==> config.mk <==
export PLATFORM = sky130hd
export DESIGN_NAME = abus_regbank_slave
export DESIGN_NICKNAME = d
export VERILOG_FILES = /design/src/rtl/abus_regbank_slave.sv
export SDC_FILE = /design/constraint.sdc
export NUM_CORES = 1
export LEC_CHECK = 0
export ABC_AREA = 0
export BUFFER_PORTS_ARGS = -buffer_cell sky130_fd_sc_hd__buf_2
export CELL_PAD_IN_SITES_DETAIL_PLACEMENT = 1
export CELL_PAD_IN_SITES_GLOBAL_PLACEMENT = 2
export CORE_ASPECT_RATIO = 1.1
export CORE_MARGIN = 8
export CORE_UTILIZATION = 36
export CTS_BUF_LIST = sky130_fd_sc_hd__clkbuf_4 sky130_fd_sc_hd__clkbuf_8
export DETAILED_ROUTE_END_ITERATION = 8
export PLACE_DENSITY = 0.92
export SYNTH_ARGS = -nofsm -noshare
export SYNTH_HDL_FRONTEND = slang
export SYNTH_SLANG_ARGS = --single-unit
==> constraint.sdc <==
create_clock -name abus_clk -period 2.95 [get_ports abus_clk]
set_clock_uncertainty 0.05 [all_clocks]
set_input_delay 0.59 -clock abus_clk [delete_from_list [all_inputs] [get_ports abus_clk]]
set_output_delay 0.59 -clock abus_clk [all_outputs]
set_load 0.01 [all_outputs]
==> src/rtl/abus_regbank_slave.sv <==
// abus_regbank_slave: bank of NB_REGS DATA_WIDTH-bit registers on the ABUS slave port.
// A request that hits [ADDR_BASE, ADDR_BASE+NB_REGS) is latched, held for
// WAIT_STATES cycles (abortable), then acknowledged with a one-cycle abus_sack.
// A write is committed at the edge that ends the ACK cycle, and only if
// WRITE_MID_MASK allows the requesting master id.
//
// Ports
//   abus_clk, abus_rst     : clock, synchronous active-high reset
//   abus_smid/sreq/swrite/sread/sabort/saddress/swdata : slave request side
//   abus_sack              : one-cycle completion pulse
//   abus_srdata/sstrb/skeep: read data, valid-bit count, transfer bit count (zero outside ACK)
//   reg_q                  : flattened register contents, register i at [i*DATA_WIDTH +: DATA_WIDTH]
//   reg_wr_pulse           : per-register pulse in the cycle after a committed write
//   wr_denied              : sticky, set when a write was refused by WRITE_MID_MASK
module abus_regbank_slave #(
    parameter int unsigned            ADDR_WIDTH     = 16,
    parameter int unsigned            DATA_WIDTH     = 16,
    parameter int unsigned            ADDR_BASE      = 0,
    parameter int unsigned            NB_REGS        = 8,
    parameter int unsigned            WAIT_STATES    = 0,
    parameter logic [7:0]             WRITE_MID_MASK = 8'hFF,
    parameter logic [DATA_WIDTH-1:0]  RESET_VALUE    = '0
) (
    input  logic                               abus_clk,
    input  logic                               abus_rst,
    input  logic [2:0]                         abus_smid,
    input  logic                               abus_sreq,
    input  logic                               abus_swrite,
    input  logic                               abus_sread,
    input  logic                               abus_sabort,
    input  logic [ADDR_WIDTH-1:0]              abus_saddress,
    input  logic [DATA_WIDTH-1:0]              abus_swdata,
    output logic                               abus_sack,
    output logic [DATA_WIDTH-1:0]              abus_srdata,
    output logic [$clog2(DATA_WIDTH+1)-1:0]    abus_sstrb,
    output logic [$clog2(DATA_WIDTH+1)-1:0]    abus_skeep,
    output logic [NB_REGS*DATA_WIDTH-1:0]      reg_q,
    output logic [NB_REGS-1:0]                 reg_wr_pulse,
    output logic                               wr_denied
);

    localparam int unsigned STRB_W = $clog2(DATA_WIDTH + 1);
    localparam int unsigned IDX_W  = (NB_REGS > 1) ? $clog2(NB_REGS) : 1;
    localparam int unsigned CNT_W  = 4;
    localparam int unsigned CMP_W  = ((ADDR_WIDTH > 32) ? ADDR_WIDTH : 32) + 1;

    // Address window computed one bit wider so ADDR_BASE+NB_REGS cannot wrap.
    localparam logic [CMP_W-1:0] ADDR_LO = CMP_W'(ADDR_BASE);
    localparam logic [CMP_W-1:0] ADDR_HI = CMP_W'(ADDR_BASE) + CMP_W'(NB_REGS);

    typedef enum logic [1:0] {
        S_IDLE,
        S_WAIT,
        S_ACK
    } state_t;

    // Request captured at acceptance; live bus is ignored afterwards.
    typedef struct packed {
        logic [2:0]            mid;
        logic [IDX_W-1:0]      idx;
        logic                  wr;
        logic [DATA_WIDTH-1:0] wdata;
    } req_t;

    state_t                 r_state;
    state_t                 w_state_nxt;
    logic [CNT_W-1:0]       r_cnt;
    logic [CNT_W-1:0]       w_cnt_nxt;
    req_t                   r_req;
    req_t                   w_req_nxt;

    logic [DATA_WIDTH-1:0]  r_regs [NB_REGS];
    logic                   r_sack;
    logic [DATA_WIDTH-1:0]  r_srdata;
    logic [STRB_W-1:0]      r_sstrb;
    logic [STRB_W-1:0]      r_skeep;
    logic [NB_REGS-1:0]     r_wr_pulse;
    logic                   r_wr_denied;

    logic [CMP_W-1:0]       w_addr_ext;
    logic                   w_hit;
    logic [IDX_W-1:0]       w_idx;
    logic                   w_ack_nxt;
    logic                   w_rd_ack_nxt;
    logic                   w_commit;

    // Address decode
    always_comb begin
        w_addr_ext = CMP_W'(abus_saddress);
        w_hit      = abus_sreq & (abus_sread ^ abus_swrite)
                   & (w_addr_ext >= ADDR_LO) & (w_addr_ext < ADDR_HI);
        w_idx      = IDX_W'(w_addr_ext - ADDR_LO);
    end

    // Next state, wait counter and request latch
    always_comb begin
        w_state_nxt = r_state;
        w_cnt_nxt   = r_cnt;
        w_req_nxt   = r_req;
        case (r_state)
            S_IDLE: begin
                if (w_hit) begin
                    w_req_nxt.mid   = abus_smid;
                    w_req_nxt.idx   = w_idx;
                    w_req_nxt.wr    = abus_swrite;
                    w_req_nxt.wdata = abus_swdata;
                    if (WAIT_STATES > 0) begin
                        w_state_nxt = S_WAIT;
                        w_cnt_nxt   = CNT_W'(WAIT_STATES - 1);
                    end else begin
                        w_state_nxt = S_ACK;
                    end
                end
            end
            S_WAIT: begin
                // Abort wins over expiry in the last wait cycle.
                if (abus_sabort) begin
                    w_state_nxt = S_IDLE;
                    w_cnt_nxt   = '0;
                end else if (r_cnt == '0) begin
                    w_state_nxt = S_ACK;
                end else begin
                    w_cnt_nxt   = r_cnt - CNT_W'(1);
                end
            end
            S_ACK: begin
                w_state_nxt = S_IDLE;
            end
            default: begin
                w_state_nxt = S_IDLE;
            end
        endcase
    end

    // Outputs are registered from the next state so they line up with ACK.
    always_comb begin
        w_ack_nxt    = (w_state_nxt == S_ACK);
        w_rd_ack_nxt = w_ack_nxt & ~w_req_nxt.wr;
        w_commit     = (r_state == S_ACK) & r_req.wr;
    end

    // State, request, registers and outputs
    always_ff @(posedge abus_clk) begin
        if (abus_rst) begin
            r_state     <= S_IDLE;
            r_cnt       <= '0;
            r_req       <= '0;
            r_sack      <= 1'b0;
            r_srdata    <= '0;
            r_sstrb     <= '0;
            r_skeep     <= '0;
            r_wr_pulse  <= '0;
            r_wr_denied <= 1'b0;
            for (int i = 0; i < int'(NB_REGS); i++) begin
                r_regs[i] <= RESET_VALUE;
            end
        end else begin
            r_state    <= w_state_nxt;
            r_cnt      <= w_cnt_nxt;
            r_req      <= w_req_nxt;
            r_sack     <= w_ack_nxt;
            r_srdata   <= w_rd_ack_nxt ? r_regs[w_req_nxt.idx] : '0;
            r_sstrb    <= w_rd_ack_nxt ? STRB_W'(DATA_WIDTH) : '0;
            r_skeep    <= w_ack_nxt ? STRB_W'(DATA_WIDTH) : '0;
            r_wr_pulse <= '0;
            if (w_commit) begin
                if (WRITE_MID_MASK[r_req.mid]) begin
                    r_regs[r_req.idx]     <= r_req.wdata;
                    r_wr_pulse[r_req.idx] <= 1'b1;
                end else begin
                    r_wr_denied <= 1'b1;
                end
            end
        end
    end

    // Flatten register array onto reg_q
    for (genvar g = 0; g < int'(NB_REGS); g++) begin : g_regq
        assign reg_q[g*DATA_WIDTH +: DATA_WIDTH] = r_regs[g];
    end

    assign abus_sack    = r_sack;
    assign abus_srdata  = r_srdata;
    assign abus_sstrb   = r_sstrb;
    assign abus_skeep   = r_skeep;
    assign reg_wr_pulse = r_wr_pulse;
    assign wr_denied    = r_wr_denied;

endmodule

# Word level (Yosys, flattened, before mapping)

Memory sizes are Yosys's and may differ from the RTL's. A register that Yosys moved wholly into a read port is not among the register bits.
Index checks and enable logic that the tools add are counted.

$add $sub $neg: 1
Magnitude comparators: 4
Equality and inequality tests: 4
Multiplexer cells: 24
Bitwise gates (word level): 9
Reductions and logical operators: 9

Operators by type and width:

| operator              | number |
|---|---|
| $mux W20              | 2 |
| $lt A16 B4 Y1 const B | 1 |
| $mux W16              | 1 |
| $reduce_or A16 Y1     | 1 |
| $mux W5               | 2 |
| $mux W1               | 9 |
| $mux W3               | 3 |
| $lt A3 B4 Y1 const B  | 2 |
| $mux W4               | 2 |
| $mux W2               | 3 |
| $reduce_and A2 Y1     | 3 |
| $and A1 B1 Y1         | 4 |
| $eq A2 B2 Y1 const B  | 2 |
| $logic_not A4 Y1      | 1 |
| $not A1 Y1            | 4 |
| $pmux W2 S2           | 1 |
| $sub A4 B1 Y4 const B | 1 |
| $demux W1 S3          | 1 |
| $ge A3 B1 Y1 const B  | 1 |
| $reduce_or A3 Y1      | 1 |
| $eq A2 B1 Y1 const B  | 1 |
| $logic_not A2 Y1      | 1 |
| $ne A2 B2 Y1 const B  | 1 |
| $reduce_or A2 Y1      | 1 |
| other kinds (2)       | 2 |

Bits in registers: 49
RAM bits: 128
Memory bits (read-only): 8
Input port bits: 41
Output and inout port bits: 164
Word-level logic and storage cells: 64
Memories: 2

Memory list:

| memory           | words | bits a word | read ports | clocked after Yosys merged registers in | wr ports | RTL line | source |
|---|---|---|---|---|---|---|---|
| r_regs           | 8     | 16          | 9          | 1                                       | 8        | 72       | `logic [DATA_WIDTH-1:0] r_regs [NB_REGS];` |
| (name not given) | 8     | 1           | 1          | 1                                       | 0        | 167      | `if (WRITE_MID_MASK[r_req.mid]) begin` |

# Logic depth before layout (Yosys ltp)

Gate-level depths: netlist of the first run.

Depth after elaboration: 9
Mapped depth: 10
Mapped depth without buffers: 9

# Worst setup path before layout of the first run

OpenSTA, ideal clock, no wires.

Path type: input to register
Start point: input abus_saddress[3]
End point: register r_srdata[0], in the netlist abus_srdata[0], read port of r_regs
Setup time: 128 ps
Data arrival time: 2,584 ps
Data required time: 2,772 ps
Setup slack: 188 ps
Stages: 9
Path buffers: 3
Path through: nor4b_1 nand3_1 nor2_1 mux2i_1 buf_2 buf_2 buf_2 mux2i_1 o221ai_2

Cells in the longest elaborated chain, start to end: 8
Elaborated cells on any way between the ends: 11
Those cells by class: order compare: 1; eq/ne: 1; mux: 4; bitwise: 4; reduce/logical: 1

RTL lines:

| item                                              | RTL line | source |
|---|---|---|
| start, declared                                   | 31       | `input logic [ADDR_WIDTH-1:0] abus_saddress,` |
| $lt A16 B4 Y1 *                                   | 91       | `& (w_addr_ext >= ADDR_LO) & (w_addr_ext < ADDR_HI);` |
| $and A1 B1 Y1 *                                   | 91       |  |
| $mux W2 / $mux W20 (equally long branches)        | 102      | `if (w_hit) begin` |
| $pmux W2 S2 / $mux W20 (equally long branches)    | 100      | `case (r_state)` |
| $eq A2 B2 Y1 / $not A1 Y1 (equally long branches) | 137, 138 |  |
| $and A1 B1 Y1                                     | 138      | `w_rd_ack_nxt = w_ack_nxt & ~w_req_nxt.wr;` |
| $not A1 Y1 (no source line)                       | -        |  |
| $reduce_or A2 Y1 (no source line)                 | -        |  |
| end, declared                                     | 74       | `logic [DATA_WIDTH-1:0] r_srdata;` |

Every way passes the cells marked *; elsewhere a longest branch is shown, timed or not.
A chain may end at the register's enable or synchronous reset.

# Worst setup path after layout of the first run

Start point: register r_cnt[0]
End point: register r_srdata[9], in the netlist abus_srdata[9], read port of r_regs

Cells in the longest elaborated chain, start to end: 8

RTL lines:

| item                              | RTL line | source |
|---|---|---|
| start, declared                   | 67       | `logic [CNT_W-1:0] r_cnt;` |
| start signal, assigned            | 159      | `r_cnt <= w_cnt_nxt;` |
| $logic_not A4 Y1                  | 120      | `end else if (r_cnt == '0) begin` |
| $mux W2                           | 120      |  |
| $mux W2                           | 117      | `if (abus_sabort) begin` |
| $pmux W2 S2                       | 100      |  |
| $eq A2 B2 Y1                      | 137      | `w_ack_nxt = (w_state_nxt == S_ACK);` |
| $and A1 B1 Y1                     | 138      |  |
| $not A1 Y1 (no source line)       | -        |  |
| $reduce_or A2 Y1 (no source line) | -        |  |

Every way passes these cells.

==> summary.txt, run 1 <==
Run status
  – Status: finished, final reports clean

Place
  – Dpl hpwl: 17.2 mm
  – DP Cell Count: 1,018
  – # port buffers: 192
  – Routability cong.: 0.804
  – DP Worst Slack: -0.0301 ns

STA
  – RSZ-0062 raised after global routing: no
  – Setup Viol. Count Final: 0
  – Worst Setup Slack, final: 0.256 ns
  – WHS: 0.314 ns
  – Slew @ Worst Pin: 0.527 ns
  – Hold Fails Final Rpt: 0
  – Pins Over Slew Limit: 0
  – Max-slew headroom: 64.9%
  – Max Fclk: 0.371 GHz
  – Fin crit period: 2.69 ns
  – Final Cycle Share: 91.3%

Finish
  – Layout cells sized above 1: 36.9%
  – Layout area overhead: 23.4%
  – Fin nets: 825
  – FF/Latch Area: 4880 um^2
  – Most frequent cells in the layout: buf_2 (192), and2_1 (128), edfxtp_1 (128), dfxtp_1 (52), mux2i_1 (49)
  – # fillers: 2,217
  – Diode count: 0
  – Most common cell after layout, fill and taps aside: buf_2
  – Fin cells: 1,051
  – Area of the multi-input gates: 2530 um^2

GRT
  – First-pass GRT wire length: 34.8 mm
  – Largest net degree at the start of global routing: 24
  – Initial antenna violation count: 1
  – Gr ovfl total: 0
  – GRT Total Usage: 17.7%
  – Number of global-route vias before repair: 5,763

Setup path
  – Crit Path Max Fanout: 16
  – Worst path most repeated cell: or3b_4
  – Crit path required time: 3.27 ns
  – Slowest-stage cell, CP: or4_1
  – Startpoint Class: flip-flop
  – R2R setup slack: 0.26 ns
  – Worst r2r src: r_cnt[0]$_SDFFE_PP0P_
  – Worst EP arrival: 3.01 ns
  – Max incr delay on CP: 0.47 ns
  – Worst-path cell chain: inv_1 > ha_1 > or3b_4 > or3b_4 > nor2_4 > a21oi_1 > or4_1 > buf_4 > o221ai_1
  – WS Path Type: flip-flop to flip-flop
  – FF-to-FF End: abus_srdata[9]$_SDFF_PP0_
  – Reg2reg path depth: 9
  – Worst Setup SP: r_cnt[0]$_SDFFE_PP0P_
  – Crit path capture type: flip-flop

Min path
  – Hold Path Origin: abus_swdata[10]
  – Hold EP: r_req[10]$_SDFFE_PP0P_
  – Worst hold path type: input pin to flip-flop
  – Hold depth: 3

CTS
  – Latest clock arrival within the worst-skew pair: 0.46 ns
  – Reg clk slew, reported paths: 0.10 ns
  – CTS max path bufs: 2
  – Root buffer cell: clkbuf_8
  – CTS tree: built
  – Cts hold-fix bufs: 0
  – CTS H-Tree Depth: 4
  – CTS buffer count: 17
  – Clk sinks: 180

Synth
  – Syn Std Cell Area: 7580 um^2
  – Mean Syn Cell Area: 13.2 um^2
  – Netlist cell types: 37
  – Synth top area share: 50.7%
  – Synth Instances: 573
  – Seq/Total Area, Yosys: 64.4%
  – Top cells by area, synth: edfxtp_1 (51%), dfxtp_1 (14%), and2_1 (11%)
  – Yosys top cell by area: edfxtp_1
  – Yosys reg bits: 180
  – Yosys Warn Count: 0
  – Main synth FF type: edfxtp_1
  – Asr flop ratio synth: 0%
  – Number of synthesized flops with an enable pin: 128

Floorplan
  – I/O Pins: 205
  – Starting density of the core: 36.7%
  – Std cell rows: 55
  – Die Span Y: 168 um
  – Die Width: 154 um
  – Core Region: 20,600 um^2
  – Die area: 26,000 um^2

Drt
  – Routed Antenna Nets: 0
  – Residual DRC count: 0
  – Final WL: 23.2 mm
  – Drt wl/cell: 22.0 um
  – DRT Pass-1 Iters: 4
  – Via Count: 5,179
  – Post-DR vias/cell: 4.93
  – 1st-iter DRT viols: 212

Flow run
  – Max_cap viols: 0

Power and ir drop
  – PwrDens: 498 nW/um^2
  – VDD IR-drop max: 0.243 mV
  – Leak: 4.06 nW
[worst max path at each step]
stage / cells past startpoint / slack (ns) / to
floorplan: 9 / 0.19 / abus_srdata[0]$_SDFF_PP0_
global placement: 10 / -0.01 / abus_srdata[6]$_SDFF_PP0_
detailed placement: 10 / -0.03 / abus_srdata[6]$_SDFF_PP0_
CTS: 9 / 0.23 / abus_srdata[9]$_SDFF_PP0_
global route: 9 / 0.10 / abus_srdata[9]$_SDFF_PP0_
finish: 9 / 0.26 / abus_srdata[9]$_SDFF_PP0_
[worst max-delay path, delay by kind of cell (launching register included)]
family,cells,cell delay (ns)
simple gates,4,1.38
fa+ha+maj,1,0.15
buf+inv,2,0.34
flops,1,0.35
compound gates,2,0.32
[power by group]
| group | switching (W) | internal (W) | total, W |
|---|---|---|---|
| combinational | 0.000166 | 0.0000977 | 0.000264 |
| clock | 0.000889 | 0.000681 | 0.00157 |
| sequential | 0.0000485 | 0.00277 | 0.00282 |
| total | 0.00110 | 0.00355 | 0.00466 |
[metrics by stage]
step                setup TNS [ns]  total power (W)  instance area, um^2  util [%]
finish                           0          0.00466                 9360      45.3
global route                     0          0.00482                 9360      45.3
CTS                              0          0.00470                 9360      45.3
detailed placement         -0.0501          0.00315                 8980      43.5
global placement           -0.0171          0.00314                 8980      43.5
floorplan                        0          0.00299                 7610         -
[state kept, by name (all words and copies together), names as in the netlist]
register      cells
reg_wr_pulse      8
abus_sstrb        1
r_req            20
r_cnt             4
abus_srdata      16
abus_skeep        1
r_state           2
r_regs          128
[synthesized netlist by cell type (2+ instances only)]
master	n
buf_2	8
dfxtp_1	52
edfxtp_1	128
a2bb2oi_1	16
ha_1	2
or3b_4	2
o221ai_1	6
nand2b_1	2
o21ai_0	3
mux2i_1	50
nand2_1	41
and2_1	128
a21boi_0	2
buf_4	10
nand3b_1	3
nor4_1	4
mux2_2	16
clkbuf_1	17
nor2_1	17
or2_2	9
inv_1	4
nor3b_1	2
a21oi_1	24
o221ai_2	10
nor3_1	5
[per-layer routing]
layer / vias up / GRT usage [%] / share of wire (%)
met1: 2553 / 20.2 / 40
li1: 2447 / - / -
met5: - / 0 / 0.035
met3: 23 / 4.79 / 6.4
met4: 2 / 6.01 / 1.9
met2: 154 / 31.5 / 52
[area by class of cell]
class | count | share of cell area [%]
clock buffer | 19 | 2.66
clock inverter | 13 | 1.19
inverter | 4 | 0.160
multi-input combinational | 359 | 27.1
sequential | 180 | 52.2
tap | 256 | 3.42
timing repair buffer | 220 | 13.3
[logic make-up (layout without fill, tap and decap cells)]
logic type | after synthesis | count (layout) | share of synthesized area [%]
other cells | 1 | 9 | 0.0495
fa+ha+maj | 2 | 2 | 0.330
simple gates | 219 | 219 | 16.5
flops | 180 | 180 | 64.4
compound gates | 62 | 62 | 6.62
mux | 66 | 66 | 8.98
xor+xnor | 1 | 1 | 0.116
buf+inv | 42 | 256 | 3.02
[timing repair]
item | 4_1_cts | 5_1_grt
gates resized for setup | 0 | 0
buffers inserted | 1 | 0
endpoints found under the setup margin | 8 | 0
(Power assumes the default switching activity.)
==> run 2, diff against run 1 <==
==> constraint.sdc (replaced) <==
create_clock -name abus_clk -period 2.95 [get_ports abus_clk]
set_clock_uncertainty 0.05 [all_clocks]
set_input_delay 0.7375 -clock abus_clk [delete_from_list [all_inputs] [get_ports abus_clk]]
set_output_delay 0.7375 -clock abus_clk [all_outputs]
set_load 0.01 [all_outputs]
==> run 2 against run 1 <==
  * Fmax rose by 1.1%
  * Global-route usage fell by 0.22 points
  * Non-clock buffer count rose by 8
  * Highest routed layer unchanged
  * Sequential share of layout area fell by 0.37 points
  * Worst setup slack improved by 0.028 ns
  * Critical path depth did not move
  * Largest cell class unchanged
  * Utilization rose by 0.33 points
  * Cell count rose by 0.76%
  * Die area did not move
  * Critical endpoint is now abus_srdata[11]$_SDFF_PP0_
  * Critical path type unchanged
  * Wire length fell by 1.3%
  * Clock power barely moved
  * Combinational power barely moved
==> summary.txt, run 2 (synthesis results as in run 1) <==
GRT
  – Global-route met3 utilization: 4.23%
  – Gr busiest metal: met2
  – First-pass GRT wire length: 34.6 mm
  – Largest net degree at the start of global routing: 24
  – Gr ovfl total: 0
  – M1 GR Usage: 20.1%
  – Grt met2 use: 31.1%
  – GRT Total Usage: 17.5%
  – Initial antenna violation count: 1
  – Number of global-route vias before repair: 5,760

Finish
  – Most frequent cells in the layout: buf_2 (192), and2_1 (128), edfxtp_1 (128), dfxtp_1 (52), mux2i_1 (49)
  – Fin nets: 833
  – Most common cell after layout, fill and taps aside: buf_2
  – Post-layout util: 45.7%
  – FF/Latch Area: 4880 um^2
  – # fillers: 2,205
  – Area of the multi-input gates: 2530 um^2
  – Reg with most FFs: r_regs
  – Max reg flops: 128
  – Design Area, Final: 9430 um^2
  – Layout area overhead: 24.3%
  – Layout cells sized above 1: 37.4%
  – Diode count: 0

STA
  – Slew @ Worst Pin: 0.542 ns
  – Max-slew headroom: 63.9%
  – Setup Viol. Count Final: 0
  – RSZ-0062 raised after global routing: no
  – Fin crit period: 2.67 ns
  – Max Fclk: 0.375 GHz
  – Pins Over Slew Limit: 0
  – Final Cycle Share: 90.4%
  – Hold Fails Final Rpt: 0
  – Worst Setup Slack, final: 0.284 ns
  – WHS: 0.467 ns

Drt
  – Drt wl/cell: 21.6 um
  – Residual DRC count: 0
  – 1st-iter DRT viols: 238
  – Via Count: 5,226
  – Routed Antenna Nets: 0
  – DRT Pass-1 Iters: 4
  – Post-DR vias/cell: 4.93
  – Final WL: 22.9 mm

Setup path
  – Crit Path Max Fanout: 16
  – Crit path required time: 3.26 ns
  – Reg2reg path depth: 9
  – Worst EP arrival: 2.98 ns
  – WS Path Type: flip-flop to flip-flop
  – Worst Setup SP: r_cnt[0]$_SDFFE_PP0P_
  – Startpoint Class: flip-flop
  – R2R setup slack: 0.28 ns
  – Crit path capture type: flip-flop
  – Worst r2r src: r_cnt[0]$_SDFFE_PP0P_
  – FF-to-FF End: abus_srdata[11]$_SDFF_PP0_
  – Worst Setup EP: abus_srdata[11]$_SDFF_PP0_

Run status
  – Status: finished, final reports clean

Floorplan
  – I/O Pins: 205
  – Die Span Y: 168 um
  – Starting density of the core: 36.7%
  – Die area: 26,000 um^2
  – Die Width: 154 um
  – Std cell rows: 55
  – Core Region: 20,600 um^2

CTS
  – CTS tree: built
  – Clk sinks: 180
  – CTS buffer count: 17
  – Cts hold-fix bufs: 0
  – CTS H-Tree Depth: 4
  – Latest clock arrival within the worst-skew pair: 0.45 ns
  – Root buffer cell: clkbuf_8
  – CTS max path bufs: 2
  – Reg clk slew, reported paths: 0.09 ns

Power and ir drop
  – VDD IR-drop max: 0.230 mV
  – PwrDens: 491 nW/um^2
  – Leak: 4.09 nW
  – Overall Power: 0.00463 W

Place
  – # port buffers: 192
  – Dpl hpwl: 17.1 mm
  – Cell Area, Placed: 9050 um^2
  – Routability cong.: 0.802
  – DP Worst Slack: -0.248 ns

Flow run
  – Max_cap viols: 0

Min path
  – Worst hold path type: flip-flop to flip-flop
==> run 2: metrics by stage <==
step                std cells  setup TNS (ns)
floorplan                 581               0
global route             1059               0
CTS                      1059               0
finish                   1059               0
detailed placement       1026           -2.74
global placement         1026           -1.55
==> run 2: timing repair <==
action                     CTS  global route
resized for setup            0             0
setup endpoints to repair    8             0
buffers inserted             1             0
==> run 2: worst min path at each step <==
stage,endpoint,start,slack [ns],cells past startpoint
5_1_grt,r_req[10]$_SDFFE_PP0P_,abus_swdata[10],0.45,3
6_report,r_req[16]$_SDFF_PP0_,r_req[16]$_SDFF_PP0_,0.47,2
2_1_floorplan,r_cnt[1]$_SDFFE_PP0P_,r_cnt[1]$_SDFFE_PP0P_,0.43,2
3_5_place_dp,r_req[16]$_SDFF_PP0_,r_req[16]$_SDFF_PP0_,0.46,2
4_1_cts,r_req[10]$_SDFFE_PP0P_,abus_swdata[10],0.44,3
3_3_place_gp,r_req[16]$_SDFF_PP0_,r_req[16]$_SDFF_PP0_,0.45,2
==> run 2: power breakdown <==
part | total (W) | switching [W] | internal, W | leakage [nW]
clock network | 0.00154 | 0.000875 | 0.000667 | 0.163
registers | 0.00282 | 0.0000475 | 0.00277 | 1.68
logic | 0.000267 | 0.000168 | 0.0000987 | 2.25
total | 0.00463 | 0.00109 | 0.00354 | 4.09
==> run 2: cell type report <==
| class | count | area share [%] |
|---|---|---|
| inverter | 4 | 0.159 |
| sequential | 180 | 51.8 |
| tap | 256 | 3.40 |
| multi-input combinational | 359 | 26.9 |
| timing repair buffer | 228 | 14.0 |
| clock buffer | 18 | 2.56 |
| clock inverter | 14 | 1.21 |
==> run 2: worst max-delay path, stage by stage, from the launching register on <==
cell and delay [ns]:
dfxtp_1 0.35, inv_1 0.09, ha_1 0.15, or3b_4 0.38, or3b_4 0.40, nor2_4 0.11
a21oi_1 0.08, or4_1 0.53, buf_12 0.20, o221ai_1 0.21
==> run 2: per-layer routing <==
metal	vias to the layer above	share of wire, %	routed length, um
li1	2458	-	-
met1	2595	41	9320
met2	141	51	11700
met3	30	5.6	1270
met4	2	2.3	527
met5	-	0.035	8
==> run 3, diff against run 2 <==
- BUFFER_PORTS_ARGS: -buffer_cell sky130_fd_sc_hd__buf_2 -> -buffer_cell sky130_fd_sc_hd__clkbuf_2
==> run 3 against run 2 <==
  * Non-clock buffer count did not move
  * Sequential power barely moved
  * Hold slack got worse by 0.036 ns
  * Critical path depth did not move
  * Fmax fell by 0.39%
  * Die area did not move
  * Wire length fell by 0.12%
  * Critical path type unchanged
  * Largest power group unchanged
==> summary.txt, run 3 (synthesis results as in run 1) <==
CTS
  – Setup Fix Bufs, Post-CTS: 1
  – Reg clk slew, reported paths: 0.10 ns
  – CTS max path bufs: 2
  – CTS H-Tree Depth: 4
  – Post-cts sizing count: 0
  – Cts hold-fix bufs: 0
  – CTS buffer count: 17
  – Root buffer cell: clkbuf_8
  – Latest clock arrival within the worst-skew pair: 0.47 ns
  – Clk sinks: 180
  – CTS tree: built

Finish
  – Fin nets: 833
  – Diode count: 0
  – Layout area overhead: 24.8%
  – Layout cells sized above 1: 37.7%
  – Reg with most FFs: r_regs
  – Max reg flops: 128
  – Most common cell after layout, fill and taps aside: clkbuf_2
  – Most frequent cells in the layout: clkbuf_2 (192), and2_1 (128), edfxtp_1 (128), dfxtp_1 (52), mux2i_1 (49)
  – Fin cells: 1,059

Setup path
  – CP delay by family, top: simple AND/OR/NAND/NOR gates
  – Worst EP arrival: 3.02 ns
  – WS Path Type: flip-flop to flip-flop
  – Levels on crit path: 9
  – Worst-path cell chain: inv_1 > ha_1 > or3b_4 > or3b_4 > nor2_4 > a21oi_1 > or4_1 > buf_12 > o221ai_1
  – Reg2reg path depth: 9
  – Slowest-stage cell, CP: or4_1
  – Crit path required time: 3.29 ns
  – Worst path most repeated cell: or3b_4
  – Crit path capture type: flip-flop
  – CP Buf/Inv Count: 2
  – Startpoint Class: flip-flop
  – R2R setup slack: 0.27 ns
  – Crit Path Max Fanout: 16
  – Max incr delay on CP: 0.55 ns

STA
  – Setup Viol. Count Final: 0
  – Final Cycle Share: 90.7%
  – Slew @ Worst Pin: 0.533 ns
  – RSZ-0062 raised after global routing: no
  – Hold Fails Final Rpt: 0
  – Max Fclk: 0.374 GHz
  – Max-slew headroom: 64.5%
  – Fin crit period: 2.68 ns
  – Pins Over Slew Limit: 0

Power and ir drop
  – Leak: 4.13 nW
  – Overall Power: 0.00482 W
  – VDD IR-drop max: 0.253 mV
  – PwrDens: 510 nW/um^2

Drt
  – Final WL: 22.8 mm
  – Post-DR vias/cell: 4.94
  – Routed Antenna Nets: 0
  – Residual DRC count: 0
  – Drt wl/cell: 21.6 um
  – 1st-iter DRT viols: 296
  – DRT Pass-1 Iters: 4
  – Via Count: 5,229

Floorplan
  – Die Width: 154 um
  – Die area: 26,000 um^2
  – Std cell rows: 55
  – Starting density of the core: 36.7%
  – Core Region: 20,600 um^2
  – Die Span Y: 168 um
  – I/O Pins: 205

Place
  – Dpl hpwl: 17.5 mm
  – # port buffers: 192
  – DP Cell Count: 1,026
  – Routability cong.: 0.815

GRT
  – Gr ovfl total: 0
  – First-pass GRT wire length: 34.8 mm
  – Largest net degree at the start of global routing: 22
  – Number of global-route vias before repair: 5,803
  – GRT Total Usage: 17.8%
  – Initial antenna violation count: 0

Min path
  – Worst hold path type: input pin to flip-flop
  – Hold depth: 3

Run status
  – Status: finished, final reports clean

Flow run
  – Max_cap viols: 0
==> run 3: final cells by class <==
class                   count  area (um^2)
clock buffers              19          262
multi-input cells         359         2530
well taps                 256          320
clock inverters            13          141
repair buffers            228         1310
flip-flops and latches    180         4880
inverters                   4         15.0
fillers                  2198        11200
==> run 3: report_power, final <==
part	internal, W	switching (W)
clock network	0.000811	0.000922
logic	0.0000981	0.000167
registers	0.00278	0.0000507
total	0.00368	0.00114
==> run 3: tightest hold or removal path, stage by stage <==
cell,delay [ns]
clkbuf_2,0.08
nand2_1,0.05
a21oi_1,0.05
==> run 3: layer usage <==
metal	vias up	track usage, %	part of all wire [%]
met4	0	7.63	2.5
met1	2573	19.9	40
met3	28	4.79	6.2
li1	2468	-	-
met5	-	0	0
met2	160	31.2	52
==> run 3: final timing paths <==
kind | from | to
max | r_cnt[0]$_SDFFE_PP0P_ | abus_srdata[13]$_SDFF_PP0_
min | abus_swdata[0] | r_req[0]$_SDFFE_PP0P_
min reg2reg | r_req[16]$_SDFF_PP0_ | r_req[16]$_SDFF_PP0_
max reg2reg | r_cnt[0]$_SDFFE_PP0P_ | abus_srdata[13]$_SDFF_PP0_
==> run 3: per-stage QoR <==
| stage | util (%) | area (um^2) | setup TNS (ns) | hold WS, ns | setup WS [ns] |
|---|---|---|---|---|---|
| after floorplan | - | 7610 | 0 | 0.428 | 0.0404 |
| after CTS | 45.8 | 9460 | 0 | 0.392 | 0.281 |
| after detailed placement | 43.8 | 9040 | -2.63 | 0.455 | -0.226 |
| final | 45.8 | 9460 | 0 | 0.431 | 0.273 |
| after global routing | 45.8 | 9460 | 0 | 0.407 | 0.0959 |
| after global placement | 43.8 | 9040 | -1.28 | 0.442 | -0.131 |
